## config.mk

```make
export PLATFORM = sky130hd
export DESIGN_NAME = a78_loader
export DESIGN_NICKNAME = d
export VERILOG_FILES = /design/src/rtl/a78_loader.sv
export SDC_FILE = /design/constraint.sdc
export NUM_CORES = 1
export LEC_CHECK = 0
export ABC_AREA = 1
export BUFFER_PORTS_ARGS = -buffer_cell sky130_fd_sc_hd__buf_2
export CORE_MARGIN = 3
export CORE_UTILIZATION = 61
export CTS_CLUSTER_DIAMETER = 200
export CTS_CLUSTER_SIZE = 28
export DETAILED_ROUTE_END_ITERATION = 8
export PLACE_DENSITY = 0.82
export SYNTH_ARGS = -nofsm -noshare
export SYNTH_HDL_FRONTEND = slang
export SYNTH_SLANG_ARGS = --single-unit
```

## constraint.sdc

```tcl
create_clock -name clock -period 4.1 [get_ports clock]
set_input_delay 0.41 -clock clock [delete_from_list [all_inputs] [get_ports clock]]
set_output_delay 0.41 -clock clock [all_outputs]
set_load 0.01 [all_outputs]
```

## src/rtl/a78_loader.sv

```systemverilog
// a78_loader: streams an Atari 7800 cart image into ROM, strips the 128-byte header and latches the mapper setup
module a78_loader #(
    parameter int ROM_AW = 18
) (
    input  logic              clock,
    input  logic              reset_n,
    input  logic              ioctl_download,
    input  logic              ioctl_wr,
    input  logic [7:0]        ioctl_dout,
    output logic              ioctl_wait,
    output logic              rom_req,
    output logic [ROM_AW-1:0] rom_addr,
    output logic [7:0]        rom_data,
    input  logic              rom_ack,
    output logic [9:0]        cart_flags,
    output logic [31:0]       cart_size,
    output logic              header_valid,
    output logic              load_done,
    output logic              cart_reset,
    output logic              overflow
);

    typedef enum logic [1:0] {IDLE, LOAD, DRAIN, COMMIT} state_t;

    localparam logic [71:0] SIG = "ATARI7800";

    state_t            state, state_n;
    logic              dl_q, rise, fall;
    logic [31:0]       idx, addr_full, size_f;
    logic [1:0]        type_hi;
    logic [7:0]        type_lo;
    logic              hdr_match, sig_eq, in_gap, oob;
    logic              accept, drop, wr_go, issue, commit_go;
    logic              skid_full, skid_full_n, req_n;
    logic [ROM_AW-1:0] skid_addr;
    logic [7:0]        skid_data, sig_byte;
    logic [3:0]        sig_pos;

    assign load_done  = (state == COMMIT);
    assign cart_reset = (state != IDLE);

    // Download edge detector; starts high so a download already running at reset release is not a start
    always_ff @(posedge clock or negedge reset_n) begin
        if (!reset_n) dl_q <= 1'b1;
        else          dl_q <= ioctl_download;
    end

    // Load FSM state register
    always_ff @(posedge clock or negedge reset_n) begin
        if (!reset_n) state <= IDLE;
        else          state <= state_n;
    end

    // Next state: a fresh download always restarts, otherwise drain the pipe then commit for one cycle
    always_comb begin
        state_n = state;
        case (state)
            LOAD:    state_n = fall ? DRAIN : LOAD;
            DRAIN:   state_n = (!skid_full && !rom_req) ? COMMIT : DRAIN;
            COMMIT:  state_n = IDLE;
            default: state_n = IDLE;
        endcase
        if (rise) state_n = LOAD;
    end

    // Byte classification, ROM address mapping and skid/request handshake decisions
    always_comb begin
        rise        = ioctl_download & ~dl_q;
        fall        = ~ioctl_download & dl_q;
        sig_pos     = 4'd9 - idx[3:0];
        sig_byte    = 8'(SIG >> {sig_pos, 3'b000});
        sig_eq      = (ioctl_dout == sig_byte);
        in_gap      = header_valid && idx >= 32'd10 && idx < 32'd128;
        addr_full   = (header_valid && idx >= 32'd128) ? idx - 32'd128 : idx;
        oob         = |(addr_full >> ROM_AW);
        accept      = (state == LOAD) && ioctl_wr && !skid_full && !rise;
        drop        = (state == LOAD) && ioctl_wr && skid_full && !rise;
        wr_go       = accept && !in_gap && !oob;
        issue       = skid_full && !rom_req;
        skid_full_n = (skid_full && !issue) || wr_go;
        req_n       = issue || (rom_req && !rom_ack);
        commit_go   = (state == DRAIN) && (state_n == COMMIT);
    end

    // Byte intake: counter, header parse, skid register and the single outstanding ROM request
    always_ff @(posedge clock or negedge reset_n) begin
        if (!reset_n) begin
            idx          <= 32'd0;
            header_valid <= 1'b0;
            overflow     <= 1'b0;
            hdr_match    <= 1'b0;
            size_f       <= 32'd0;
            type_hi      <= 2'd0;
            type_lo      <= 8'd0;
            skid_full    <= 1'b0;
            skid_addr    <= '0;
            skid_data    <= 8'd0;
            rom_req      <= 1'b0;
            rom_addr     <= '0;
            rom_data     <= 8'd0;
            ioctl_wait   <= 1'b0;
        end else if (rise) begin
            idx          <= 32'd0;
            header_valid <= 1'b0;
            overflow     <= 1'b0;
            hdr_match    <= 1'b1;
            size_f       <= 32'd0;
            type_hi      <= 2'd0;
            type_lo      <= 8'd0;
            skid_full    <= 1'b0;
            rom_req      <= 1'b0;
            ioctl_wait   <= 1'b0;
        end else begin
            skid_full  <= skid_full_n;
            rom_req    <= req_n;
            ioctl_wait <= skid_full_n || req_n;
            if (accept) begin
                idx <= idx + 32'd1;
                if (idx >= 32'd1 && idx <= 32'd9) hdr_match <= hdr_match & sig_eq;
                if (idx == 32'd9) header_valid <= hdr_match & sig_eq;
                if (idx >= 32'd49 && idx <= 32'd52) size_f <= {size_f[23:0], ioctl_dout};
                if (idx == 32'd53) type_hi <= ioctl_dout[1:0];
                if (idx == 32'd54) type_lo <= ioctl_dout;
            end
            if (wr_go) begin
                skid_addr <= addr_full[ROM_AW-1:0];
                skid_data <= ioctl_dout;
            end
            if (drop || (accept && !in_gap && oob)) overflow <= 1'b1;
            if (issue) begin
                rom_addr <= skid_addr;
                rom_data <= skid_data;
            end
        end
    end

    // Mapper configuration, loaded as a unit on entry to COMMIT so it is valid alongside load_done
    always_ff @(posedge clock or negedge reset_n) begin
        if (!reset_n) begin
            cart_flags <= 10'd0;
            cart_size  <= 32'd0;
        end else if (commit_go) begin
            cart_flags <= header_valid ? {type_hi[0], type_hi[1], type_lo} : 10'd0;
            cart_size  <= !header_valid ? idx :
                          (size_f != 32'd0) ? size_f :
                          (idx >= 32'd128) ? idx - 32'd128 : 32'd0;
        end
    end

endmodule
```

==> metrics <==
Tcrit/Tclk final=about three quarters; post-DR wirelength/cell=approximately 17 µm; Total GRT Usage=a little under 30%; total negative setup slack=0 ns; First-pass DRT Iterations=7; Setup CP Type=reg2reg; CP arrival=3.48 ns; vias in the first global route=a little under 8,000; pwr dens=411 nW/µm²; first-pass GRT wire length=between 40 and 50 mm; Final WS setup=about 0.96 ns; hpwl dp=~18 mm; initial core utilization=a little over three fifths; drt drc=0; Routed Antenna Nets=0; clk sinks=about 180; CORE AREA=15,300 µm²; wirelength, routed=24.5 mm; clock skew=0.0127 ns; max_slew headroom=about 30%; crit path launch type=flip-flop; Worst-path clk slew=~0.070 ns; Mapped Area=9600 µm²; post-synth cell types=50; hold slack=0.0715 ns; post-CTS setup buffers=0; antenna cells=0; row count=45; antenna violations before repair=0; placed cells=between 1,000 and 1,500; Syn Area/Cell=~8.5 µm²; status=finished clean; Final min period=about 3.1 ns; RSZ-0062 raised after global routing=no; Synth Instances=1,129; worst min-delay path category=in2async; die width=131 µm; post-synthesis sequential area ratio=46.2%; Design Area, Final=10,600 µm²; endpoints failing hold=0; final setup vio count=0; Req. time, crit path=between 4 and 5 ns; fin util=69.0%; Syn Nets=around 1,200; Fmax=between 300 and 400 MHz; area delta synth->final=10.2%; crit end category=flip-flop; DP Area=about 10,000 µm²; Port Buffer Count=86; Post-synth EDFFs=0; Non-Filler Instances=between 1,000 and 1,500; yosys warns=0; P_leak=roughly 5.3 nW; Vias/cell=approximately 5.8; Layout Nets=1,216; register bit count reported by yosys=roughly 180; vias post-DR=approximately 8,200; Final Wtd Congestion=approximately 0.97; cts repair resizes=0; Root Driver=clkbuf_16; # IOs=slightly below 90; worst slack, placed=approximately 1.0 ns; main flop type after synthesis=dfrtp_1; clk buf depth=2; Detailed Route Iter0 Violations=between 900 and 1,000; layout cell share with drive strength beyond 1=between 20 and 25%; CTS tree=done; Final Max Slew Viols=0; Worst Tran Pin Value=about 1.1 ns; Power Total=between 4 and 5 mW; clk_lat worst skew=0.45 ns; global route overflow=0; htree depth=4; Num CTS Buffers=17; die area=around 17,000 µm²; post-synthesis async set-or-reset flop share=100%; hold buffers post-CTS=0; critical path peak fanout=47; largest net degree at the start of global routing=around 110; max-cap violations=0; Max rail drop VDD=about 270 µV; Chip Height=between 100 and 150 µm
-- state kept, by name, indices dropped and copies added (netlist names), 8 cells and up --
name        flops
cart_size      32
idx            32
size_f         32
rom_addr       18
skid_addr      18
cart_flags     10
rom_data        8
skid_data       8
type_lo         8
-- cell usage after synthesis (2+ instances only) --
master | instances | area share, %
buf_2 | 13 | 0.68
nand3_2 | 17 | 1.8
nand4_2 | 2 | 0.26
nor2_4 | 6 | 0.70
mux2_2 | 26 | 3.1
buf_4 | 3 | 0.23
a211oi_1 | 4 | 0.31
nor4_1 | 7 | 0.46
o211ai_1 | 22 | 1.7
clkbuf_1 | 24 | 0.94
xnor2_1 | 3 | 0.27
buf_6 | 10 | 1.2
nor3_1 | 25 | 1.3
o21ai_0 | 83 | 4.3
nand2_4 | 4 | 0.47
nand2_2 | 11 | 0.72
nand2_1 | 258 | 10
nor2_1 | 86 | 3.4
a31oi_1 | 9 | 0.59
nand3_1 | 58 | 3.0
inv_2 | 5 | 0.20
o21a_1 | 3 | 0.23
nor2_2 | 12 | 0.78
inv_1 | 100 | 3.9
o21ai_2 | 26 | 2.4
ha_1 | 16 | 2.1
o21ai_1 | 22 | 1.1
dfrtp_1 | 176 | 46
nor2_8 | 4 | 0.83
xor2_1 | 13 | 1.2
a221oi_1 | 2 | 0.18
nand4_1 | 20 | 1.3
buf_8 | 2 | 0.31
a21oi_1 | 41 | 2.1
-- worst paths after layout --
| kind | from | to | slack, ns | cells after the start |
|---|---|---|---|---|
| max | idx[7]$_DFFE_PN0P_ | ioctl_wait$_DFF_PN0_ | 0.96 | 17 |
| min | reset_n | cart_flags[3]$_DFFE_PN0P_ | 0.07 | 1 |
| max reg2reg | idx[7]$_DFFE_PN0P_ | ioctl_wait$_DFF_PN0_ | 0.96 | 17 |
| min reg2reg | cart_size[7]$_DFFE_PN0P_ | cart_size[7]$_DFFE_PN0P_ | 0.48 | 2 |
| max in group asynchronous | reset_n | dl_q$_DFF_PN1_ | 3.04 | 2 |
| min in group clock | ioctl_download | dl_q$_DFF_PN1_ | 0.07 | 1 |
-- logic make-up (layout without fill, tap and decap cells) --
logic type | after synthesis | count (layout) | synth area share [%]
flops | 177 | 177 | 46.2
simple gates | 517 | 517 | 26.0
fa+ha+maj | 16 | 16 | 2.09
buf+inv | 160 | 230 | 7.73
xor+xnor | 16 | 16 | 1.46
compound gates | 217 | 217 | 13.5
mux | 26 | 26 | 3.05
-- report_power, final --
part | total, mW | internal (mW) | switching (mW)
clock network | 1.59 | 0.862 | 0.724
registers | 2.04 | 1.92 | 0.124
logic | 0.720 | 0.261 | 0.459
-- layer usage --
metal / global-route usage (%) / share of wire (%) / vias up
met5: 0 / 0 / -
met4: 8.98 / 2.1 / 0
met3: 5.90 / 8.2 / 41
met2: 43.9 / 46 / 370
met1: 42.3 / 44 / 3921
li1: - / - / 3864
-- worst max-delay path, cell delays in order (launching register included) --
cell     delay, ns
dfrtp_1       0.52
inv_2         0.19
ha_1          0.31
nand2_4       0.12
nor2_8        0.16
nand2_2       0.09
nor2_1        0.09
nand2_1       0.06
nand2_1       0.09
inv_1         0.04
nand2_1       0.05
nor2_1        0.05
nand2_1       0.15
nand2_4       0.10
nand2_2       0.69
nand2_1       0.12
nand2_1       0.12
nand2_1       0.05
-- area by class of cell --
| type | instances | area, µm² |
|---|---|---|
| Fill cell | 1262 | 4740 |
| Sequential cell | 177 | 4430 |
| Multi-Input combinational cell | 792 | 4430 |
| Timing Repair Buffer | 93 | 489 |
| Clock buffer | 18 | 439 |
| Inverter | 106 | 398 |
| Tap cell | 211 | 264 |
| Clock inverter | 13 | 125 |
-- cell usage in the layout, fill, tap and decap left out, types with 25 or more instances in the layout --
cell	count
mux2_2	26
inv_1	99
nor3_1	25
nor2_1	86
dfrtp_1	175
o21ai_0	83
o21ai_2	26
nand3_1	58
a21oi_1	41
nand2_1	257
buf_2	85
Note: power is estimated with default switching activity, not from simulation.
